[src/rtl/usb_pkg.sv]
// Shared constants for the USB transmit packetizer: request encodings, PID/SYNC bytes,
// CRC16 parameters and payload limit.
package usb_pkg;

    typedef enum logic [1:0] {
        PktIdle = 2'b00,
        PktData = 2'b01,
        PktAck  = 2'b10,
        PktNak  = 2'b11
    } tx_packet_e;

    localparam logic [7:0]  SyncByte   = 8'h80;
    localparam logic [7:0]  PidData0   = 8'hC3;
    localparam logic [7:0]  PidAck     = 8'hD2;
    localparam logic [7:0]  PidNak     = 8'h5A;

    localparam logic [15:0] Crc16Poly  = 16'h8005;
    localparam logic [15:0] Crc16Init  = 16'hFFFF;

    localparam logic [6:0]  MaxPayload = 7'd64;

endpackage

[src/rtl/usb_tx_packetizer_if.sv]
// Packetizer-side bundle: protocol request, data buffer read port, bit-encoder byte/EOP
// handshake and status. master = packetizer, slave = surrounding logic.
interface usb_tx_packetizer_if;

    logic [1:0] tx_packet;
    logic [6:0] buffer_occupancy;
    logic [7:0] tx_data;
    logic       get_tx_packet_data;
    logic [7:0] byte_out;
    logic       byte_valid;
    logic       byte_ready;
    logic       eop_req;
    logic       eop_done;
    logic       tx_done;
    logic       tx_busy;

    modport master (
        input  tx_packet,
        input  buffer_occupancy,
        input  tx_data,
        output get_tx_packet_data,
        output byte_out,
        output byte_valid,
        input  byte_ready,
        output eop_req,
        input  eop_done,
        output tx_done,
        output tx_busy
    );

    modport slave (
        output tx_packet,
        output buffer_occupancy,
        output tx_data,
        input  get_tx_packet_data,
        input  byte_out,
        input  byte_valid,
        output byte_ready,
        input  eop_req,
        output eop_done,
        input  tx_done,
        input  tx_busy
    );

endinterface

[src/rtl/usb_crc16.sv]
// USB CRC16 accumulator (poly 0x8005, init 0xFFFF), one byte per enabled cycle, bit 0 first.
module usb_crc16
    import usb_pkg::*;
(
    input  logic        clk_i,
    input  logic        n_rst_i,
    input  logic        clear_i,
    input  logic        enable_i,
    input  logic [7:0]  data_i,
    output logic [15:0] crc_o
);

    logic [15:0] crc_q, crc_d, step;

    always_comb begin
        step = crc_q;
        for (int i = 0; i < 8; i++) begin
            if (step[15] ^ data_i[i]) begin
                step = {step[14:0], 1'b0} ^ Crc16Poly;
            end else begin
                step = {step[14:0], 1'b0};
            end
        end
        crc_d = crc_q;
        if (clear_i) begin
            crc_d = Crc16Init;
        end else if (enable_i) begin
            crc_d = step;
        end
    end

    always_ff @(posedge clk_i or negedge n_rst_i) begin
        if (!n_rst_i) begin
            crc_q <= Crc16Init;
        end else begin
            crc_q <= crc_d;
        end
    end

    assign crc_o = crc_q;

endmodule

[src/rtl/usb_tx_packetizer.sv]
// USB transmit packetizer: SYNC, PID, payload fetched from the data buffer, CRC16, EOP.
// Build option USB_TX_ZLP_EN: an empty DATA request sends a zero-length DATA0 instead of NAK.
module usb_tx_packetizer
    import usb_pkg::*;
(
    input logic                 clk,
    input logic                 n_rst,
    usb_tx_packetizer_if.master bus_io
);

`ifdef USB_TX_ZLP_EN
    localparam bit ZlpEn = 1'b1;
`else
    localparam bit ZlpEn = 1'b0;
`endif

    typedef enum logic [3:0] {
        StIdle, StSync, StPid, StFetch, StData, StCrcLo, StCrcHi, StEop, StDone
    } state_e;

    state_e      state_q;
    logic [6:0]  count_q;
    logic [7:0]  pid_q;
    logic [7:0]  data_q;
    logic        first_q;

    logic [6:0]  occ_clamped;
    logic [7:0]  data_byte;
    logic [15:0] crc;
    logic        crc_clr;
    logic        crc_en;

    assign occ_clamped = (bus_io.buffer_occupancy > MaxPayload) ? MaxPayload
                                                                 : bus_io.buffer_occupancy;

    // Buffer output is live on the first DATA cycle; later cycles hold the captured copy.
    assign data_byte = first_q ? bus_io.tx_data : data_q;

    assign crc_clr = (state_q == StIdle);
    assign crc_en  = (state_q == StData) && bus_io.byte_ready;

    usb_crc16 u_crc16 (
        .clk_i    (clk),
        .n_rst_i  (n_rst),
        .clear_i  (crc_clr),
        .enable_i (crc_en),
        .data_i   (data_byte),
        .crc_o    (crc)
    );

    always_ff @(posedge clk or negedge n_rst) begin
        if (!n_rst) begin
            state_q <= StIdle;
            count_q <= '0;
            pid_q   <= '0;
            data_q  <= '0;
            first_q <= 1'b0;
        end else begin
            first_q <= 1'b0;
            unique case (state_q)
                StIdle: begin
                    if (bus_io.tx_packet != PktIdle) begin
                        count_q <= occ_clamped;
                        state_q <= StSync;
                        if (bus_io.tx_packet == PktData) begin
                            pid_q <= (occ_clamped == '0 && !ZlpEn) ? PidNak : PidData0;
                        end else if (bus_io.tx_packet == PktAck) begin
                            pid_q <= PidAck;
                        end else begin
                            pid_q <= PidNak;
                        end
                    end
                end
                StSync: begin
                    if (bus_io.byte_ready) state_q <= StPid;
                end
                StPid: begin
                    if (bus_io.byte_ready) begin
                        if (pid_q != PidData0) begin
                            state_q <= StEop;
                        end else if (count_q != '0) begin
                            state_q <= StFetch;
                        end else begin
                            state_q <= StCrcLo;
                        end
                    end
                end
                StFetch: begin
                    count_q <= count_q - 7'd1;
                    first_q <= 1'b1;
                    state_q <= StData;
                end
                StData: begin
                    if (first_q) data_q <= bus_io.tx_data;
                    if (bus_io.byte_ready) begin
                        state_q <= (count_q != '0) ? StFetch : StCrcLo;
                    end
                end
                StCrcLo: begin
                    if (bus_io.byte_ready) state_q <= StCrcHi;
                end
                StCrcHi: begin
                    if (bus_io.byte_ready) state_q <= StEop;
                end
                StEop: begin
                    if (bus_io.eop_done) state_q <= StDone;
                end
                StDone: begin
                    state_q <= StIdle;
                end
                default: begin
                    state_q <= StIdle;
                end
            endcase
        end
    end

    // Outputs decode straight from the state register, so they drop with the async reset.
    always_comb begin
        bus_io.byte_out           = 8'h00;
        bus_io.byte_valid         = 1'b0;
        bus_io.get_tx_packet_data = 1'b0;
        bus_io.eop_req            = 1'b0;
        bus_io.tx_done            = 1'b0;
        bus_io.tx_busy            = (state_q != StIdle);
        unique case (state_q)
            StSync: begin
                bus_io.byte_out   = SyncByte;
                bus_io.byte_valid = 1'b1;
            end
            StPid: begin
                bus_io.byte_out   = pid_q;
                bus_io.byte_valid = 1'b1;
            end
            StFetch: bus_io.get_tx_packet_data = 1'b1;
            StData: begin
                bus_io.byte_out   = data_byte;
                bus_io.byte_valid = 1'b1;
            end
            StCrcLo: begin
                bus_io.byte_out   = ~crc[7:0];
                bus_io.byte_valid = 1'b1;
            end
            StCrcHi: begin
                bus_io.byte_out   = ~crc[15:8];
                bus_io.byte_valid = 1'b1;
            end
            StEop:   bus_io.eop_req = 1'b1;
            StDone:  bus_io.tx_done = 1'b1;
            default: ;
        endcase
    end

endmodule
[src/flat_wrapper.sv]
// flat-port wrapper written by rule: the top's interface ports become plain ports
module usb_tx_packetizer_flat import usb_pkg::*;
  (clk, n_rst, bus_io_tx_packet, bus_io_buffer_occupancy, bus_io_tx_data, bus_io_get_tx_packet_data, bus_io_byte_out, bus_io_byte_valid, bus_io_byte_ready, bus_io_eop_req, bus_io_eop_done, bus_io_tx_done, bus_io_tx_busy);
  usb_tx_packetizer_if bus_io_i ();
  input logic clk;
  input logic n_rst;
  input wire logic [$bits(bus_io_i.tx_packet)-1:0] bus_io_tx_packet;
  input wire logic [$bits(bus_io_i.buffer_occupancy)-1:0] bus_io_buffer_occupancy;
  input wire logic [$bits(bus_io_i.tx_data)-1:0] bus_io_tx_data;
  output wire logic [$bits(bus_io_i.get_tx_packet_data)-1:0] bus_io_get_tx_packet_data;
  output wire logic [$bits(bus_io_i.byte_out)-1:0] bus_io_byte_out;
  output wire logic [$bits(bus_io_i.byte_valid)-1:0] bus_io_byte_valid;
  input wire logic [$bits(bus_io_i.byte_ready)-1:0] bus_io_byte_ready;
  output wire logic [$bits(bus_io_i.eop_req)-1:0] bus_io_eop_req;
  input wire logic [$bits(bus_io_i.eop_done)-1:0] bus_io_eop_done;
  output wire logic [$bits(bus_io_i.tx_done)-1:0] bus_io_tx_done;
  output wire logic [$bits(bus_io_i.tx_busy)-1:0] bus_io_tx_busy;
  assign bus_io_i.tx_packet = bus_io_tx_packet;
  assign bus_io_i.buffer_occupancy = bus_io_buffer_occupancy;
  assign bus_io_i.tx_data = bus_io_tx_data;
  assign bus_io_get_tx_packet_data = bus_io_i.get_tx_packet_data;
  assign bus_io_byte_out = bus_io_i.byte_out;
  assign bus_io_byte_valid = bus_io_i.byte_valid;
  assign bus_io_i.byte_ready = bus_io_byte_ready;
  assign bus_io_eop_req = bus_io_i.eop_req;
  assign bus_io_i.eop_done = bus_io_eop_done;
  assign bus_io_tx_done = bus_io_i.tx_done;
  assign bus_io_tx_busy = bus_io_i.tx_busy;
  usb_tx_packetizer u_core (.clk(clk), .n_rst(n_rst), .bus_io(bus_io_i));
endmodule
[config.mk]
export PLATFORM = sky130hd
export DESIGN_NAME = usb_tx_packetizer_flat
export DESIGN_NICKNAME = d
export VERILOG_FILES = /design/src/rtl/usb_pkg.sv /design/src/rtl/usb_tx_packetizer_if.sv /design/src/rtl/usb_crc16.sv /design/src/rtl/usb_tx_packetizer.sv /design/src/flat_wrapper.sv
export SDC_FILE = /design/constraint.sdc
export NUM_CORES = 1
export LEC_CHECK = 0
export BUFFER_PORTS_ARGS = -buffer_cell sky130_fd_sc_hd__buf_2
export CAP_MARGIN = 20
export CORE_MARGIN = 2
export CORE_UTILIZATION = 37
export CTS_CLUSTER_SIZE = 8
export DETAILED_ROUTE_END_ITERATION = 6
export PLACE_DENSITY_LB_ADDON = 0.1
export SETUP_SLACK_MARGIN = 0.4
export SLEW_MARGIN = 10
export SYNTH_ARGS = -nofsm -noshare
export SYNTH_HDL_FRONTEND = slang
export SYNTH_SLANG_ARGS = --single-unit
[constraint.sdc]
create_clock -name clk -period 2.1 [get_ports clk]
set_input_delay 0.315 -clock clk [delete_from_list [all_inputs] [get_ports clk]]
set_output_delay 0.315 -clock clk [all_outputs]
set_load 0.05 [all_outputs]
-- After elaboration in Yosys (flattened, before gate mapping)
Index checks and enable logic that the tools add are counted.
- output and inout port bits: 13
- bits of input ports: 21
- register bits after elaboration: 44
- logic and storage cells: 88
- muxes and demuxes: 32
- magnitude comparators: 1
- eq/ne operators: 18
- add/sub/neg operators: 1
- bitwise gates (word level): 18
- reduce and logical (&&, ||, !) cells: 12
- operators by type and width (kind ; count):
    two-way mux 16 bit ; 10
    case mux 8 bit (5 select lines) ; 1
    two-way mux 4 bit ; 8
    two-way mux 8 bit ; 4
    case mux 4 bit (8 select lines) ; 1
    inverter 3 bit ; 8
    == test 4 x 3 -> 1 bit (second input constant) ; 4
    inverter 8 bit ; 2
    two-way mux 7 bit ; 2
    != test 2 bit (second input constant) ; 7
    case mux 7 bit (2 select lines) ; 1
    == test 4 x 2 -> 1 bit (second input constant) ; 2
    != test 8 bit (second input constant) ; 1
    XOR 1 bit ; 8
    greater-than comparator 7 bit (second input constant) ; 1
    logical NOT 7 bit ; 1
    AND reduction 7 bit ; 1
    nonzero test 7 bit ; 1
    subtractor 7 x 1 -> 7 bit (second input constant) ; 1
    nonzero test 2 bit ; 3
    OR reduction 5 bit ; 1
    == test 4 x 1 -> 1 bit (second input constant) ; 1
    == test 4 bit (second input constant) ; 1
    logical NOT 4 bit ; 1
    other kinds (7) ; 11

-- Depth between registers and ports, before layout
Gate-level depths: netlist (run 1).
- word-level depth: 19
- depth in mapped cells: 9
- mapped depth without buffers: 7

-- By module
From an unflattened synthesis (run 1), not the netlist that was laid out.
- cells, all modules: 254
- area, all modules: 2562.5 um^2
- modules (own cells, without submodules) (module ; instances ; cells an instance ; sequential area each (um^2) ; area each (um^2)):
    usb_tx_packetizer ; 1 ; 169 ; 625.6 ; 1672.9
    usb_crc16 ; 1 ; 85 ; 420.4 ; 889.6

-- Worst setup path before layout (run 1)
No wires, ideal clock.
- path type: reg2out
- start: register u_core.state_q[1]
- end: output bus_io_byte_out[7]
- cell stages (with the launch flop): 6
- path buffers: 2
- arrival time: 2.234 ns
- data required time: 1.785 ns
- path slack: -0.449 ns
- cell sequence: dfrtp_1 clkbuf_1 clkbuf_1 nor2b_1 a31oi_1 o21ai_0
- longest elaborated chain between the ends: 2
- elaborated cells on any way between the ends: 6
- those cells by class: eq/ne: 5; mux: 1
- RTL lines (what ; RTL line ; RTL):
    start: declaration ; usb_tx_packetizer.sv:21 ; state_e state_q;
    start signal: assignment ; usb_tx_packetizer.sv:53 ; state_q <= StIdle;
    start signal: assignment ; usb_tx_packetizer.sv:64 ; state_q <= StSync;
    start signal: assignment ; usb_tx_packetizer.sv:75 ; if (bus_io.byte_ready) state_q <= StPid;
    == test 4 x 3 -> 1 bit (tied with other cells) ; usb_tx_packetizer.sv:126 ; unique case (state_q)
    case mux 8 bit (5 select lines) * ; usb_tx_packetizer.sv:126 ;
    end: declaration ; flat_wrapper.sv:11 ; output wire logic [$bits(bus_io_i.byte_out)-1:0] bus_io_byte_out;
Every way passes the cells marked *; elsewhere a longest branch is shown, timed or not.

-- Final worst setup path (run 1)
- start: register u_core.first_q
- end: output bus_io_byte_out[1]
- longest elaborated chain between the ends: 2
- RTL lines (what ; RTL line ; RTL):
    start: declaration ; usb_tx_packetizer.sv:25 ; logic first_q;
    start signal: assignment ; usb_tx_packetizer.sv:57 ; first_q <= 1'b0;
    start signal: assignment ; usb_tx_packetizer.sv:59 ; first_q <= 1'b0;
    start signal: assignment ; usb_tx_packetizer.sv:90 ; first_q <= 1'b1;
    two-way mux 8 bit ; n/a ;
    case mux 8 bit (5 select lines) ; usb_tx_packetizer.sv:126 ;
Every way passes these cells.

==> impl_metrics.tcl, run 1 <==
set metrics [dict create \
    outcome "finished with violations" \
    failed_checks "setup timing" \
    die-area_sq_um 7080 \
    fmax_mhz 460 \
    total_power_uw 7640 \
    tightest_slew_ns 0.534 \
    drt_pass1_iterations 5 \
    syn_avg_cell_area_sq_um 9.58 \
    start_kind "register" \
    grtUsageTotal_pct 19.6 \
    antenna_cells 0 \
    drive_gt1_share_pct 59.0 \
    critPathKind "reg2out" \
    grt_overflow_total 0 \
    antenna_found_initial 0 \
    area_delta_synth_final_pct 59.7 \
    drtIter0Drc 140 \
    synth-edff-count 0 \
    remaining_drc_errors 0 \
    clock_latency_ns 0.29 \
    worstPathRequired_ns 1.78 \
    rows 29 \
    nFillCells 527 \
    fin_area_sq_um 3790 \
    cts_made_buffers 5 \
    slew_violations 0 \
    synth_fp_nets 271 \
    drtAntennaViolNets 0 \
    fin_nets 361 \
    tritoncts "built" \
    layout_common_cells "buf_4, buf_6, dfrtp_1" \
    wl_per_cell_microns 16.8 \
    final_common_cell "buf_4" \
    yosysTopAreaCell "dfrtp_1" \
    syn_inst 248 \
    syn_area_sq_um 2380 \
    yosys.area.top_type_share_pct 26.3 \
    max_slew_margin_pct 64.4 \
    grt_pass1_wl_mm 11.0 \
    start_util_pct 37.9 \
    endpoint_kind "output pin" \
    grt_max_degree 42 \
    ys_seq_area_share_pct 44.0 \
    ys_ff_latch 41 \
    peakVddDrop_mv 1.10 \
    synth_cell_type_count 44 \
    p_per_area_nw_per_um2 2010 \
    die_h_microns 84.1 \
    htree_levels 2 \
    numPortBuffers 33 \
    period_minus_slack_ns 2.18 \
    clock-sinks 41 \
    grt_pass1_vias 2182 \
    p_leak_uw 0.00159 \
    drv_cap 0 \
    cts.root.buffer_cell "clkbuf_8" \
    synth_flop_cell "dfrtp_1" \
    crit_arrival_ns 1.86 \
    hp-class "in2async" \
    fin_crit_sh_pct 104 \
    dp.final_hpwl_mm 4.73 \
    core_sq_um 6280 \
    setup_tns_ns -0.214 \
    synth_warnings 0 \
    die_w_microns 84.1 \
    path_max_fanout 3 \
    skew_ns 0.00677 \
    post_dp_cell_area_sq_um 2930 \
    gp_congestion 0.834 \
    synth-async-reset-ratio_pct 100 \
    via_count 2203 \
    rsz0062_at_grt "true" \
    postLayoutSetupSlackWorst_ns -0.0757 \
    cts.clk_slew.worst_paths_ns 0.09 \
    ios 34 \
    finalHoldViolCount 0 \
    synth_area_leaders "dfrtp_1, dfstp_2, xnor2_1" \
    vias_per_cell 5.30 \
    final-setup-viol-count 6 \
    drt-total-wl_mm 7.00 \
    clockBufferDepth 2 \
]
==> flip-flops by register name, summed over array words and instances, names as in the netlist <==
name                  flops
u_core.first_q            1
u_core.u_crc16.crc_o     16
u_core.pid_q              5
u_core.data_q             8
u_core.count_q            7
u_core.state_q            4
==> cell families (layout without fill, tap and decap cells) <==
family          count (synthesis)  count (layout)  synth area share [%]
simple gates                   84              84                  17.6
mux                            18              18                  7.95
buf+inv                        20             111                  3.48
fa+ha+maj                       2               2                  1.05
flops                          41              41                  44.0
compound gates                 62              62                  17.4
xor+xnor                       21              21                  8.43
==> metrics by stage <==
step	worst slack, ns	hold slack [ns]	util (%)	std cells
after floorplan	0.195	0.0194	-	248
after global placement	0.0266	0.421	46.7	371
after detailed placement	-0.00834	0.420	46.7	371
after CTS	-0.0705	0.0935	56.8	403
after global routing	-0.154	0.133	60.4	416
final	-0.0757	0.0776	60.4	416
==> synthesized netlist by cell type (2+ instances only) <==
cell type and n:
dfstp_2 16, inv_1 7, or2_2 2, o211ai_1 4, a221o_1 2, nor3_1 11
nand3_1 7, mux2i_1 11, o21ai_0 15, o311ai_0 2, xor2_1 3, nor2b_1 7
mux2_2 7, o22a_1 10, a21oi_1 13, dfrtp_1 25, nor2_1 20, a21o_1 3
nand2_1 20, nand3b_1 2, a22oi_1 5, o22ai_1 2, xnor2_1 17, ha_1 2
clkbuf_1 12, nand2b_1 5
==> what timing repair did <==
item | CTS | global route
pin swaps | 35 | 16
setup endpoints to repair | 37 | 39
resized for setup | 96 | 30
setup buffers | 24 | 13
hold buffers | 0 | 0
==> layer usage <==
layer | GRT usage (%) | vias to the layer above | routed length [microns]
met3 | 3.54 | 8 | 207
met2 | 32.4 | 47 | 3540
li1 | - | 1063 | -
met5 | 0 | - | 0
met1 | 26.5 | 1085 | 3180
met4 | 5.72 | 0 | 73
==> worst max-delay path, cell delays in order (launching register included) <==
cell and delay (ns):
dfrtp_1 0.41, buf_4 0.15, mux2i_2 0.14, buf_4 0.15, mux2i_1 0.13, a22oi_1 0.11
o22a_1 0.22, nor2_4 0.10, buf_8 0.15
==> final cells by class <==
cell class                      count  area [sq um]  area share [%]
Multi-Input combinational cell    187          1680            44.2
Sequential cell                    41          1050            27.7
Timing Repair Buffer               96           826            21.8
Tap cell                           77          96.3            2.54
Clock buffer                        6          72.6            1.91
Clock inverter                      2          38.8            1.02
Inverter                            7          33.8           0.891
==> power by group <==
part           total (uW)  switching [uW]  leakage, uW  internal (uW)
registers            1480             326     0.000469           1150
logic                5500            2670      0.00107           2830
clock network         655             298    0.0000554            357
total                7640            3290      0.00159           4340
==> path summary, 6_finish.rpt <==
kind	slack, ns	to	from	depth (start not counted)
min in group clk	0.25	u_core.count_q[5]$_DFFE_PN0P_	bus_io_buffer_occupancy[5]	3
worst min-delay path	0.08	u_core.state_q[0]$_DFFE_PN0P_	n_rst	2
max in group asynchronous	1.64	u_core.state_q[1]$_DFFE_PN0P_	n_rst	2
worst max-delay path	-0.08	bus_io_byte_out[1]	u_core.first_q$_DFF_PN0_	8
worst max register to register	-0.04	u_core.u_crc16.crc_o[1]$_DFFE_PN1P_	u_core.first_q$_DFF_PN0_	8
worst min register to register	0.47	u_core.pid_q[6]$_DFFE_PN0P_	u_core.pid_q[6]$_DFFE_PN0P_	1
Note: power is estimated with default switching activity, not from simulation.
==> run 2, diff against run 1 <==
Settings changed: CTS_BUF_LIST from default to sky130_fd_sc_hd__clkbuf_4 sky130_fd_sc_hd__clkbuf_8 sky130_fd_sc_hd__clkbuf_16, REMOVE_ABC_BUFFERS from default to 1.
==> run 2 against run 1 <==
Against the previous run: the run still ends with setup timing left; cell count decreased by 3.6%; routed wire length is 2.7% lower; flip-flop and latch count is the same; highest routed layer unchanged.
==> impl_metrics.tcl, run 2 (synthesis results as in run 1) <==
set metrics [dict create \
    rsz0062_at_grt "true" \
    path_max_fanout 8 \
    critPathKind "reg2out" \
    cts.clk_slew.worst_paths_ns 0.08 \
    drv_cap 0 \
    finalHoldViolCount 0 \
    cts_made_buffers 5 \
    grt_pass1_wl_mm 11.0 \
    skew_ns 0.00905 \
    max_slew_margin_pct 70.5 \
    grtUsageTotal_pct 19.8 \
    tritoncts "built" \
    drt-total-wl_mm 6.81 \
    vias_per_cell 5.40 \
    clock-sinks 41 \
    grt_pass1_vias 2133 \
    wl_per_cell_microns 17.0 \
    grt_max_degree 19 \
    final-setup-viol-count 7 \
    clockBufferDepth 2 \
    die-area_sq_um 7080 \
    gp_congestion 0.873 \
    clock_latency_ns 0.30 \
    remaining_drc_errors 0 \
    final_common_cell "buf_4" \
    grt_overflow_total 0 \
    crit_arrival_ns 1.89 \
    drt_pass1_iterations 4 \
    drive_gt1_share_pct 47.5 \
    rows 29 \
    fin_nets 346 \
    die_w_microns 84.1 \
    postLayoutSetupSlackWorst_ns -0.102 \
    start_util_pct 37.9 \
    nFillCells 567 \
    start_kind "register" \
    die_h_microns 84.1 \
    hold_slack_ns 0.260 \
    setup_tns_ns -0.433 \
    numPortBuffers 33 \
    period_minus_slack_ns 2.20 \
    post-route-util_pct 55.8 \
    tightest_slew_ns 0.443 \
    hp-class "in2reg" \
    drtAntennaViolNets 0 \
    ios 34 \
    dp.final_hpwl_mm 4.72 \
    slew_violations 0 \
    drtIter0Drc 80 \
    cts.root.buffer_cell "clkbuf_8" \
    fin_area_sq_um 3500 \
    via_count 2165 \
    endpoint_kind "output pin" \
    fmax_mhz 454 \
    largest_register_ffs 16 \
    htree_levels 2 \
    antenna_found_initial 0 \
    dp_worst_setup_slack_ns -0.0513 \
    worstPathRequired_ns 1.78 \
    p_per_area_nw_per_um2 2020 \
    outcome "finished with violations" \
    failed_checks "setup timing" \
    antenna_cells 0 \
    area_delta_synth_final_pct 47.3 \
    core_sq_um 6280 \
    p_leak_uw 0.00149 \
    fin_crit_sh_pct 105 \
    post_dp_cell_area_sq_um 2780 \
    peakVddDrop_mv 1.11 \
    layout_common_cells "buf_4, dfrtp_1, buf_2" \
]
[run 2: cell count changes in the layout (fill, tap and decap cells not counted), sizes merged]
| cell | previous run | this run |
|---|---|---|
| buf | 96 | 79 |
| bufbuf | 0 | 1 |
| clkbuf | 6 | 7 |
| dlygate4sd3 | 0 | 1 |
| inv | 7 | 6 |
[run 2: worst max-delay path: stages (launching register included)]
cell and delay, ns:
dfrtp_1 0.40, buf_12 0.15, mux2i_4 0.19, buf_6 0.12, mux2i_1 0.15, a22oi_1 0.13
o22a_1 0.18, nor2_2 0.10, buf_6 0.16
[run 2: final cells by class]
cell class                 instances  area, sq um  share of cell area [%]
inverter                           7         31.3                   0.894
clock inverter                     1         30.0                   0.858
clock buffer                       7         90.1                    2.57
tap                               77         96.3                    2.75
multi-input combinational        187         1500                    42.7
sequential                        41         1050                    29.9
timing repair buffer              81          711                    20.3
[run 2: repair_timing]
| item | in CTS | in global routing |
|---|---|---|
| hold buffers | 1 | 0 |
| setup endpoints to repair | 39 | 39 |
| cloned | 2 | 0 |
| resized for setup | 79 | 18 |
| pin swaps | 16 | 6 |
| setup buffers | 14 | 6 |
| hold endpoints to repair | 4 | 0 |
[run 2: through the flow]
step / instances / total power (uW)
finish: 401 / 7060
global route: 401 / 7470
CTS: 395 / 6660
detailed placement: 370 / 5070
global placement: 370 / 5070
floorplan: 235 / 3900
[run 2: power by group]
group / total (uW) / leakage [uW] / internal (uW) / switching [uW]
registers: 1410 / 0.000472 / 1150 / 265
clock network: 682 / 0.0000619 / 401 / 282
logic: 4970 / 0.000961 / 2500 / 2460
total: 7060 / 0.00149 / 4050 / 3010
[run 2: final timing paths]
path,from,depth (start not counted),to,slack (ns)
worst min-delay path,bus_io_buffer_occupancy[5],3,u_core.count_q[5]$_DFFE_PN0P_,0.26
worst max-delay path,u_core.first_q$_DFF_PN0_,8,bus_io_byte_out[3],-0.10
min in group asynchronous,n_rst,2,u_core.pid_q[0]$_DFFE_PN0P_,0.51
worst min register to register,u_core.pid_q[6]$_DFFE_PN0P_,1,u_core.pid_q[6]$_DFFE_PN0P_,0.47
max in group asynchronous,n_rst,3,u_core.u_crc16.crc_o[9]$_DFFE_PN1P_,1.01
worst max register to register,u_core.first_q$_DFF_PN0_,8,u_core.u_crc16.crc_o[15]$_DFFE_PN1P_,-0.05
[run 2: layer usage]
metal	share of wire, %	vias to the layer above	GRT usage [%]	wire (microns)
li1	-	1037	-	-
met1	47	1061	28.2	3210
met2	48	61	31.2	3250
met3	4.1	6	3.15	278
met4	1.0	0	5.87	68
met5	0	-	0	0
==> run 3, diff against run 2 <==
Settings changed: CORE_UTILIZATION 37 to 51, PLACE_DENSITY from default to 0.79, PLACE_DENSITY_LB_ADDON 0.1 to default, REMOVE_ABC_BUFFERS 1 to default.
==> run 3 against run 2 <==
Against the previous run: the run still ends with setup timing left; clock power shrank 18%; total power grew 11%; critical path type unchanged; count of clock-buffer cells in the layout is 2 lower; combinational power increased by 16%; cell count down 6.7%; largest cell class unchanged; die area decreased by 26%; flip-flop and latch count is the same; critical path depth fell by 3; hold slack worse by 0.20 ns; core utilization rose by 32 points; routed wire length up 35%; final area grew 10%; critical endpoint is now bus_io_byte_out[0].
==> impl_metrics.tcl, run 3 (synthesis results as in run 1) <==
set metrics [dict create \
    grt_overflow_total 0 \
    area_delta_synth_final_pct 62.6 \
    rows 24 \
    layout_common_cells "buf_6, buf_4, buf_2, dfrtp_1, dfstp_2" \
    dp.cells 334 \
    die_w_microns 72.3 \
    cts_made_buffers 5 \
    via_count 2525 \
    antenna_cells 0 \
    cpPeakStageDelay_ns 0.47 \
    ios 34 \
    tightest_slew_ns 0.536 \
    drt_pass1_iterations 5 \
    worst-path-buf-inv 2 \
    skew_ns 0.0114 \
    crit_path_start "u_core.state_q[0]$_DFFE_PN0P_" \
    path_depth 5 \
    slew_violations 0 \
    clock-sinks 41 \
    crit_chain "buf_4 > nand2b_1 > o22ai_1 > a221o_2 > buf_6" \
    drive_gt1_share_pct 61.5 \
    gp_congestion 0.893 \
    cts.root.buffer_cell "clkbuf_8" \
    endpoint "bus_io_byte_out[0]" \
    p_per_area_nw_per_um2 2040 \
    worst_path_max_delay_cell "a221o_2" \
    drv_cap 0 \
    hp-class "in2async" \
    nFillCells 160 \
    grtUsageTotal_pct 27.5 \
    die-area_sq_um 5220 \
    core_sq_um 4410 \
    vias_per_cell 6.75 \
    clock_latency_ns 0.31 \
    drtIter0Drc 314 \
    grt_pass1_wl_mm 10.8 \
    die_h_microns 72.3 \
    drt-total-wl_mm 9.16 \
    crit_arrival_ns 1.92 \
    r2r_setup_slack_ns -0.13 \
    outcome "finished with violations" \
    worstPathRequired_ns 1.78 \
    setup_tns_ns -0.868 \
    start_util_pct 53.8 \
    critPathKind "reg2out" \
    path_max_fanout 5 \
    r2r-start "u_core.first_q$_DFF_PN0_" \
    hold_slack_ns 0.0621 \
    wl_per_cell_microns 24.5 \
    peakVddDrop_mv 1.26 \
    reg2reg_to "u_core.u_crc16.crc_o[1]$_DFFE_PN1P_" \
    clockBufferDepth 2 \
    rsz0062_at_grt "true" \
    endpoint_kind "output pin" \
    total_power_uw 7870 \
    fin_nets 344 \
    grt_max_degree 42 \
    fmax_mhz 447 \
    remaining_drc_errors 0 \
    dp.final_hpwl_mm 4.33 \
    finalHoldViolCount 0 \
    tritoncts "built" \
    fin_crit_sh_pct 107 \
    final_common_cell "buf_6" \
    htree_levels 2 \
    failed_checks "setup timing" \
    drtAntennaViolNets 0 \
    critical_path.top_delay_family "compound AO/OA/AOI/OAI gates" \
    antenna_found_initial 0 \
    postLayoutSetupSlackWorst_ns -0.138 \
    r2r_cells 7 \
    final-setup-viol-count 11 \
    numPortBuffers 33 \
    start_kind "register" \
    finalNonFillerCells 374 \
    max_slew_margin_pct 64.3 \
    largest_register_ffs 16 \
    period_minus_slack_ns 2.24 \
    grt_pass1_vias 2153 \
    cts.clk_slew.worst_paths_ns 0.09 \
    post-route-util_pct 87.5 \
    p_leak_uw 0.00159 \
]
## run 3: layout make-up
cell class / instances / area (sq um) / share of cell area [%]
clock buffers: 5 / 68.8 / 1.78
clock inverters: 3 / 21.3 / 0.551
inverters: 7 / 33.8 / 0.875
multi-input cells: 189 / 1890 / 49.0
flip-flops and latches: 41 / 1050 / 27.2
well taps: 52 / 65.1 / 1.68
repair buffers: 77 / 728 / 18.9
## run 3: repair_timing
item	4_1_cts	5_1_grt
hold buffers	0	0
cloned	1	2
setup buffers	16	13
gates resized for setup	75	98
pin swaps	22	30
endpoints found under the setup margin	45	46
## run 3: worst register-to-register path: stages, from the launching register on
cell     delay (ns)
dfrtp_2        0.44
buf_12         0.16
mux2i_2        0.17
xnor2_1        0.38
xnor2_2        0.19
xor3_2         0.43
xor2_1         0.17
a21oi_1        0.20
## run 3: worst min-delay path by stage
stage	to	slack (ns)	depth (start not counted)
after floorplan	u_core.count_q[0]$_DFFE_PN0P_	0.02	0
after detailed placement	u_core.data_q[2]$_DFFE_PN0P_	0.41	2
after global placement	u_core.data_q[2]$_DFFE_PN0P_	0.41	2
after global routing	u_core.pid_q[3]$_DFFE_PN0P_	0.10	2
final	u_core.data_q[2]$_DFFE_PN0P_	0.06	2
after CTS	u_core.pid_q[4]$_DFFE_PN0P_	0.09	2
## run 3: where the power goes
part	total (uW)	switching (uW)	internal (uW)
registers	1560	410	1150
clock network	560	324	237
logic	5750	3000	2750
## run 3: stage by stage
| stage | setup slack (ns) | cell area, sq um |
|---|---|---|
| final | -0.138 | 3860 |
| after global placement | 0.123 | 2820 |
| after detailed placement | 0.0383 | 2820 |
| after CTS | -0.0642 | 3320 |
| after global routing | -0.215 | 3860 |
| after floorplan | 0.195 | 2580 |
## run 3: per-layer routing
metal	part of all wire (%)	wire, microns	vias up	track usage, %
li1	-	-	1042	-
met1	39	3530	1261	37.0
met2	49	4480	178	44.9
met3	7.9	727	44	5.69
met4	4.6	417	0	8.81
met5	0	0	-	0
